--- src/rtl/mul_sign_ctrl.sv ---
// Sign-handling and sequencing front end for an unsigned NxN multiplier core (MUL/MULH/MULHSU/MULHU).
// Optional single-entry result cache is compiled in when MUL_RESULT_CACHE_EN is defined.
module mul_sign_ctrl #(
    parameter int N = 32
) (
    input  logic           clk_in,
    input  logic           reset_in,
    input  logic           flush_in,
    input  logic           req_valid,
    output logic           req_ready,
    input  logic [1:0]     req_op,
    input  logic [N-1:0]   req_rs1,
    input  logic [N-1:0]   req_rs2,
    output logic           rsp_valid,
    input  logic           rsp_ready,
    output logic [N-1:0]   rsp_data,
    output logic           mult_start,
    output logic           mult_is_signed,
    output logic [N-1:0]   mult_a,
    output logic [N-1:0]   mult_b,
    input  logic           mult_done,
    input  logic [2*N-1:0] mult_result
);

    typedef enum logic [1:0] {IDLE, MULT, FIX, RESP} state_t;

    localparam logic [1:0]     OP_MUL    = 2'b00;
    localparam logic [1:0]     OP_MULH   = 2'b01;
    localparam logic [1:0]     OP_MULHSU = 2'b10;
    localparam logic [N-1:0]   ONE_N     = {{(N-1){1'b0}}, 1'b1};
    localparam logic [2*N-1:0] ONE_2N    = {{(2*N-1){1'b0}}, 1'b1};

    state_t         state, state_next;
    logic           a_signed, b_signed, neg_a, neg_b, accept, cache_hit;
    logic [N-1:0]   mag_a, mag_b, fix_data, hit_data;
    logic [N-1:0]   mag_a_q, mag_b_q, rsp_data_q;
    logic           neg_p_q;
    logic [1:0]     op_q;
    logic [2*N-1:0] prod_q, prod_fix;

    // Magnitudes of the incoming operands; the most negative value maps onto itself as unsigned.
    always_comb begin
        a_signed = (req_op == OP_MULH) || (req_op == OP_MULHSU);
        b_signed = (req_op == OP_MULH);
        neg_a    = a_signed && req_rs1[N-1];
        neg_b    = b_signed && req_rs2[N-1];
        mag_a    = neg_a ? (~req_rs1 + ONE_N) : req_rs1;
        mag_b    = neg_b ? (~req_rs2 + ONE_N) : req_rs2;
        accept   = (state == IDLE) && req_valid && !flush_in;
    end

    always_comb begin
        prod_fix = neg_p_q ? (~prod_q + ONE_2N) : prod_q;
        fix_data = (op_q == OP_MUL) ? prod_fix[N-1:0] : prod_fix[2*N-1:N];
    end

`ifdef MUL_RESULT_CACHE_EN
    logic           cache_valid, cache_as, cache_bs;
    logic [N-1:0]   cache_rs1, cache_rs2, rs1_q, rs2_q;
    logic [2*N-1:0] cache_p;
    logic           as_q, bs_q;

    // A MUL low half does not depend on signedness, so it hits on operand match alone.
    always_comb begin
        cache_hit = cache_valid && (req_rs1 == cache_rs1) && (req_rs2 == cache_rs2) &&
                    ((req_op == OP_MUL) || ((a_signed == cache_as) && (b_signed == cache_bs)));
        hit_data  = (req_op == OP_MUL) ? cache_p[N-1:0] : cache_p[2*N-1:N];
    end

    always_ff @(posedge clk_in) begin
        if (reset_in) begin
            cache_valid <= 1'b0;
            cache_as    <= 1'b0;
            cache_bs    <= 1'b0;
            cache_rs1   <= '0;
            cache_rs2   <= '0;
            cache_p     <= '0;
            rs1_q       <= '0;
            rs2_q       <= '0;
            as_q        <= 1'b0;
            bs_q        <= 1'b0;
        end else begin
            if (accept) begin
                rs1_q <= req_rs1;
                rs2_q <= req_rs2;
                as_q  <= a_signed;
                bs_q  <= b_signed;
            end
            if ((state == FIX) && !flush_in) begin
                cache_valid <= 1'b1;
                cache_rs1   <= rs1_q;
                cache_rs2   <= rs2_q;
                cache_as    <= as_q;
                cache_bs    <= bs_q;
                cache_p     <= prod_fix;
            end
        end
    end
`else
    assign cache_hit = 1'b0;
    assign hit_data  = '0;
`endif

    always_ff @(posedge clk_in) begin
        if (reset_in) begin
            state <= IDLE;
        end else begin
            state <= state_next;
        end
    end

    // Flush overrides every transition and returns to IDLE without a response.
    always_comb begin
        state_next = state;
        case (state)
            IDLE:    if (accept) state_next = cache_hit ? RESP : MULT;
            MULT:    if (mult_done) state_next = FIX;
            FIX:     state_next = RESP;
            RESP:    if (rsp_ready) state_next = IDLE;
            default: state_next = IDLE;
        endcase
        if (flush_in) begin
            state_next = IDLE;
        end
    end

    always_ff @(posedge clk_in) begin
        if (reset_in) begin
            mag_a_q    <= '0;
            mag_b_q    <= '0;
            neg_p_q    <= 1'b0;
            op_q       <= OP_MUL;
            prod_q     <= '0;
            rsp_data_q <= '0;
        end else begin
            if (accept) begin
                mag_a_q <= mag_a;
                mag_b_q <= mag_b;
                neg_p_q <= neg_a ^ neg_b;
                op_q    <= req_op;
            end
            if ((state == MULT) && mult_done) begin
                prod_q <= mult_result;
            end
            if (state == FIX) begin
                rsp_data_q <= fix_data;
            end else if (accept && cache_hit) begin
                rsp_data_q <= hit_data;
            end
        end
    end

    always_comb begin
        req_ready      = (state == IDLE);
        rsp_valid      = (state == RESP);
        rsp_data       = rsp_data_q;
        mult_start     = (state == MULT);
        mult_is_signed = 1'b0;
        mult_a         = (state == MULT) ? mag_a_q : '0;
        mult_b         = (state == MULT) ? mag_b_q : '0;
    end

endmodule

--- config.mk ---
export PLATFORM = sky130hd
export DESIGN_NAME = mul_sign_ctrl
export DESIGN_NICKNAME = d
export VERILOG_FILES = /design/src/rtl/mul_sign_ctrl.sv
export SDC_FILE = /design/constraint.sdc
export NUM_CORES = 1
export LEC_CHECK = 0
export BUFFER_PORTS_ARGS = -buffer_cell sky130_fd_sc_hd__buf_2
export CAP_MARGIN = 20
export CORE_MARGIN = 10
export CORE_UTILIZATION = 24
export DETAILED_ROUTE_END_ITERATION = 10
export PLACE_DENSITY = 0.53
export REMOVE_ABC_BUFFERS = 1
export SYNTH_ARGS = -nofsm -noshare
export SYNTH_HDL_FRONTEND = slang
export SYNTH_SLANG_ARGS = --single-unit
--- constraint.sdc ---
create_clock -name clk_in -period 9.7 [get_ports clk_in]
set_clock_uncertainty 0.2 [all_clocks]
set_input_delay 0.97 -clock clk_in [delete_from_list [all_inputs] [get_ports clk_in]]
set_output_delay 0.97 -clock clk_in [all_outputs]
set_load 0.01 [all_outputs]
-- After elaboration in Yosys (flattened, before gate mapping)
Cells that the tools add are included.
- input bits: 136
- logic and storage cells: 43
- output and inout bits: 100
- register bits after elaboration: 165
- add/sub/neg operators: 3
- mux-type cells: 10
- bitwise logic cells: 4
- reductions and logical operators: 11
- eq/ne operators: 8
- operators with widths (cell ; count):
    32-bit 2-to-1 mux ; 5
    32-bit by 1-bit adder with 32-bit output (second input constant) ; 2
    64-bit by 1-bit adder with 64-bit output (second input constant) ; 1
    64-bit 2-to-1 mux ; 1
    32-bit NOT ; 2
    64-bit NOT ; 1
    2-bit case mux with 4 select lines ; 1
    2-bit equality test (second input constant) ; 3
    2-bit 2-to-1 mux ; 3
    2-bit by 1-bit inequality test with 1-bit output (second input constant) ; 3
    1-bit logical AND ; 5
    2-bit by 1-bit equality test with 1-bit output (second input constant) ; 2
    2-bit logical NOT ; 2
    3-bit AND reduction ; 1
    2-bit OR reduction ; 1
    1-bit logical NOT ; 1
    1-bit logical OR ; 1
    1-bit bitwise XOR ; 1

-- Depth between registers and ports, before layout
Gate-level depths: netlist of run 1.
- depth after elaboration: 5
- mapped depth: 9
- gate-level depth less buffers: 8

-- Least setup slack after synthesis of run 1
No wires, ideal clock.
- path type: register to register
- start point: register prod_q[12]
- end point: register rsp_data_q[29], in the netlist rsp_data[29]
- required time: 9.386 ns
- buffers on the path: 2
- clock period less this slack: 3.029 ns
- arrival time: 2.715 ns
- cell stages (with the launch flop): 9
- path slack: 6.671 ns
- setup time: 0.114 ns
- cell sequence: dfxtp_1 > or4_4 > or4_1 > buf_2 > or3_1 > buf_2 > o41ai_1 > xor2_1 > a2111oi_0
- longest elaborated chain between the ends: 4
- RTL lines (what ; RTL line ; text):
    start, declared ; 39 ; logic [2*N-1:0] prod_q, prod_fix;
    start signal, assigned ; 143 ; prod_q <= mult_result;
    64-bit NOT ; 53 ; prod_fix = neg_p_q ? (~prod_q + ONE_2N) : prod_q;
    64-bit by 1-bit adder with 64-bit output ; 53 ;
    64-bit 2-to-1 mux ; 53 ;
    32-bit 2-to-1 mux ; 54 ; fix_data = (op_q == OP_MUL) ? prod_fix[N-1:0] : prod_fix[2*N-1:N];
    end signal, assigned ; 146 ; rsp_data_q <= fix_data;
    end signal, assigned ; 148 ; rsp_data_q <= hit_data;
    end, declared ; 36 ; logic [N-1:0] mag_a_q, mag_b_q, rsp_data_q;
No other way between the ends.
A chain may end at the register's enable or synchronous reset.

-- Worst setup path after layout of run 1
Same ends and word-level chain as after synthesis.

==> results of run 1 <==
## registers in the layout, summed over array words and instances, names as in the netlist
register,cells
op_q,2
rsp_data,32
prod_q,64
neg_p_q,1
mag_b_q,32
mag_a_q,32
state,2
## through the flow
stage	hold slack [ns]	setup slack, ns	total power [mW]	std cells	util
global route	0.270	5.71	1.83	1964	0.300
floorplan	0.221	4.03	0.941	1164	-
CTS	0.251	5.70	1.77	1961	0.299
detailed placement	0.241	5.65	1.07	1929	0.285
finish	0.249	6.01	1.74	1968	0.300
global placement	0.238	5.79	1.07	1928	0.285
## power by group through the flow
stage	Clock, mW	Sequential (mW)	Combinational (mW)
2_1_floorplan	0	0.737	0.204
3_3_place_gp	0	0.740	0.329
3_5_place_dp	0	0.741	0.333
4_1_cts	0.705	0.726	0.334
5_1_grt	0.729	0.729	0.369
6_report	0.679	0.726	0.333
## worst paths after layout
path,endpoint,startpoint,cells after the start
worst max-delay path,rsp_data[29]$_SDFFE_PP0P_,prod_q[12]$_SDFFE_PP0P_,6
worst min-delay path,mag_b_q[12]$_SDFFE_PP0P_,mag_b_q[12]$_SDFFE_PP0P_,2
worst max register to register,rsp_data[29]$_SDFFE_PP0P_,prod_q[12]$_SDFFE_PP0P_,6
worst min register to register,mag_b_q[12]$_SDFFE_PP0P_,mag_b_q[12]$_SDFFE_PP0P_,2
## cell families (layout without fill, tap and decap cells)
kind of cell	Yosys count	after routing	synth area share
multiplexers	8	8	0.00839
other	1	7	0.000393
XOR/XNOR	89	89	0.0817
AND/OR/NAND/NOR	535	535	0.270
flip-flops	165	165	0.346
buffers and inverters	115	301	0.0469
adder cells (fa/ha/maj)	9	9	0.0118
AO/OA/AOI/OAI	336	336	0.234
## cell usage in the layout (no fill, tap or decap), drive strengths merged, types with 12 or more instances in the layout
cell,instances
nor2,123
xor2,48
a21oi,105
buf,248
nor4,25
xnor2,41
or4,22
nor3,27
and2,68
clkbuf,18
inv,24
dfxtp,165
a31oi,21
nand3,12
a211oi,58
o41ai,14
or3,13
o21ai,47
o31ai,21
nand2,205
## final cells by class
type | instances | area share
tap | 518 | 0.0554
multi-input combinational | 978 | 0.497
timing repair buffer | 248 | 0.109
sequential | 165 | 0.282
clock inverter | 14 | 0.0108
clock buffer | 18 | 0.0375
inverter | 21 | 0.00674
antenna | 6 | 0.00128
## worst max-delay path, stage by stage (launching register included)
cell       delay [ns]
dfxtp_1          0.37
or4_4            0.57
or4_1            0.71
or3_1            0.73
o41ai_1          0.46
xor2_1           0.11
a2111oi_0        0.40
## routing by layer
layer  track usage  vias to the layer above
li1              -                     4861
met1         0.181                     4695
met2         0.247                      294
met3        0.0660                       47
met4        0.0398                       18
met5             0                        -
==> out/metrics.yaml, run 1 <==
routed_wirelength_mm: 36.9
avgSynthCellArea_um2: 7.59
finalHoldViolations: 0
start_util: 0.245
synth_edf_count: 0
postPlaceCellArea_um2: 11100
ys_top_cells_by_area: "dfxtp_1 35%, nand2_1 8.1%, a21oi_1 5.5%"
clk_latency_ns: 0.46
cts_resized: 0
clockRootBuffer: "clkbuf_16"
ys.flop_type: "dfxtp_1"
final.period_utilization: 0.381
drive_above_1_share: 0.211
cp-end-kind: "register"
die_area_um2: 48100
seq_area_frac_synth: 0.346
rows: 72
cts_buffers: 17
clkTransAtPathRegs_ns: 0.08
vdd_drop_max_mv: 0.122
path_max_fanout: 16
min_period_ns: 3.69
htreeDepth: 4
grt_use_total: 0.152
grt_pass1_vias: 9961
synth_commonest_cells: "205 x nand2_1, 165 x dfxtp_1, 123 x nor2_1, 105 x a21oi_1, 80 x clkbuf_1"
maxSlewHeadroom: 0.321
grt_antenna_before_repair: 16
pwr_density_cell_nw_per_um2: 149
internal_power_mw: 1.19
highest_layer: "met5"
holdCritPathClass: "register to register"
ys_warn_count: 0
comb_power_share: 0.192
wire_per_inst_um: 18.8
drc: 0
p_seq_frac: 0.418
cp.required_ns: 9.83
met2_length_mm: 17.2
netlist.area_leader.share: 0.346
yosysMostFrequentCell: "nand2_1"
post_cts_buffers: 0
rsz0062_at_grt: "false"
startpoint_type: "register"
die_y_um: 219
overflow: 0
synthToLayoutAreaGrowth_pct: 22.6
ant_nets: 0
p_leak_nw: 4.59
synthCells: 1258
met1_length_mm: 15.6
cts_sinks: 165
swShare: 0.316
met3WireLength_mm: 3.56
worstPathArrival_ns: 3.83
tightest_slew_ns: 1.00
grt_max_degree: 95
port_buffers: 234
cts_tree: "yes"
worstSetupPathType: "register to register"
outcome: "completed"
switching_power_mw: 0.549
vias: 9915
finalInstanceArea_um2: 11700
dieWidth_um: 219
synthArstFlopShare: 0
yosysTopAreaCell: "dfxtp_1"
clk_path_buf_depth: 2
setup_tns_ns: 0
grt_first_pass_wirelength_mm: 57.7
coreArea_um2: 39000
first_pass_iters: 5
multi_input_area_um2: 5810
fmax_ghz: 0.271
drv_slew: 0
fillerInstances: 4251
vias_per_cell: 5.04
ios: 236
ys_ff_latch: 165
setup_violations: 0
hpwl_mm: 27.1
cts_hold_buffers: 0
clockPowerShare: 0.391
synth_cell_type_count: 78
globalplace.congestion: 0.829
regArea_um2: 3300
r2r_slack_ns: 6.01
final_net_count: 1576
drv_cap: 0
syn_area_um2: 9540
drtIter0Drc: 541
No activity file was read; power rests on OpenSTA's default activity.
==> inputs of run 2 (changes only) <==
==> constraint.sdc (replaced) <==
create_clock -name clk_in -period 3.6 [get_ports clk_in]
set_clock_uncertainty 0.2 [all_clocks]
set_input_delay 0.36 -clock clk_in [delete_from_list [all_inputs] [get_ports clk_in]]
set_output_delay 0.36 -clock clk_in [all_outputs]
set_load 0.01 [all_outputs]
==> out/metrics.yaml, run 2 (synthesis results as in run 1) <==
first_pass_iters: 7
regArea_um2: 3300
drtIter0Drc: 640
final_net_count: 1670
rsz0062_at_grt: "false"
fmax_ghz: 0.299
post_cts_buffers: 0
wire_per_inst_um: 18.4
p_leak_nw: 5.04
ios: 236
layout_common_cells: "233 x buf_2, 204 x nand2_1, 164 x dfxtp_1, 121 x nor2_1, 105 x a21oi_1"
vias: 10300
clk_latency_ns: 0.44
maxSlewHeadroom: 0.427
switching_power_mw: 1.50
reg2reg_from: "prod_q[19]$_SDFFE_PP0P_"
largest_reg_flops: 64
clockRootBuffer: "clkbuf_16"
clkTransAtPathRegs_ns: 0.07
hpwl_mm: 27.9
port_buffers: 234
startpoint_type: "register"
drv_slew: 0
tightest_slew_ns: 0.860
endpoint: "rsp_data[21]$_SDFFE_PP0P_"
grt_pass1_vias: 10300
start_util: 0.245
holdCritPathClass: "primary input to register"
swShare: 0.298
die_area_um2: 48100
dieWidth_um: 219
cp.required_ns: 3.76
path_max_fanout: 7
clk_path_buf_depth: 2
drc: 0
r2r_slack_ns: 0.26
multi_input_area_um2: 5820
clockPowerShare: 0.405
routed_wirelength_mm: 37.9
final.period_utilization: 0.928
grt_use_total: 0.155
cts_buffers: 17
grt_antenna_before_repair: 8
grt_max_degree: 72
ant_nets: 0
comb_power_share: 0.205
finalHoldViolations: 0
dp.cells: 1954
overflow: 0
p_seq_frac: 0.390
cp_num_cells: 7
worstSetupPathType: "register to register"
final_common_cell: "buf_2"
min_period_ns: 3.34
globalplace.congestion: 0.863
path_delay_family: "simple AND/OR/NAND/NOR gates"
cts_tree: "yes"
cp-end-kind: "register"
cp.buffers_inverters: 1
post-route-util: 0.326
finalInstanceArea_um2: 12700
vias_per_cell: 4.98
internal_power_mw: 3.52
stdcell_count: 2060
critPathMostFrequentCell: "or4_1"
timing.rr.end: "rsp_data[21]$_SDFFE_PP0P_"
path_cells: "or4_1 > or4_1 > or3_1 > buf_4 > or3_4 > o2111a_1 > a211oi_2"
max_stage_delay_ns: 0.62
drive_above_1_share: 0.213
coreArea_um2: 39000
slowest_stage: "or4_1"
pwr_density_cell_nw_per_um2: 395
vdd_drop_max_mv: 0.277
cp-startpoint: "prod_q[19]$_SDFFE_PP0P_"
outcome: "completed"
postPlaceCellArea_um2: 11300
r2r_cells: 7
whs_ns: 0.0402
worstPathArrival_ns: 3.50
cts_sinks: 165
setup_tns_ns: 0
rows: 72
fillerInstances: 4245
drv_cap: 0
setup_violations: 0
htreeDepth: 4
synthToLayoutAreaGrowth_pct: 33.1
die_y_um: 219
grt_first_pass_wirelength_mm: 59.4
top_register: "prod_q"
[run 2: repair_timing]
action	CTS	global route
hold buffers	70	0
gates resized for setup	0	1
endpoints found under the hold margin	71	0
endpoints found under the setup margin	0	1
[run 2: layer usage]
layer,track usage,routed length (um)
met1,0.197,17000
met2,0.252,17500
met3,0.0501,2990
met4,0.0306,317
met5,0,24
[run 2: power by group through the flow]
stage / combinational [mW] / sequential (mW) / clock (mW)
2_1_floorplan: 0.550 / 1.99 / 0
3_3_place_gp: 0.955 / 1.99 / 0
3_5_place_dp: 0.962 / 2.00 / 0
4_1_cts: 1.03 / 1.95 / 2.10
5_1_grt: 1.13 / 1.96 / 2.16
6_report: 1.03 / 1.96 / 2.03
[run 2: worst min-delay path: cells and delay by family]
family	cells	cell delay, ns
simple gates	1	0.06
buf+inv	1	0.12
compound gates	1	0.09
[run 2: cell type report]
class	instances	area share
Antenna cell	5	0.000985
Inverter	21	0.00621
Multi-Input combinational cell	978	0.458
Clock inverter	12	0.0140
Timing Repair Buffer	342	0.174
Sequential cell	165	0.260
Clock buffer	19	0.0357
Tap cell	518	0.0510
[run 2: how the worst min path moves through the flow]
stage,from,end,depth (start not counted)
floorplan,mag_a_q[31]$_SDFFE_PP0P_,mag_a_q[31]$_SDFFE_PP0P_,2
global placement,mag_a_q[31]$_SDFFE_PP0P_,mag_a_q[31]$_SDFFE_PP0P_,2
detailed placement,mag_a_q[31]$_SDFFE_PP0P_,mag_a_q[31]$_SDFFE_PP0P_,2
CTS,req_rs1[31],mag_a_q[31]$_SDFFE_PP0P_,3
global route,req_rs2[1],mag_b_q[1]$_SDFFE_PP0P_,3
finish,req_rs2[1],mag_b_q[1]$_SDFFE_PP0P_,3
[run 2: metrics by stage]
step / power, mW / worst slack (ns)
floorplan: 2.54 / -1.76
global placement: 2.95 / 0.239
detailed placement: 2.96 / 0.188
CTS: 5.08 / 0.164
global route: 5.26 / 0.0534
finish: 5.02 / 0.259
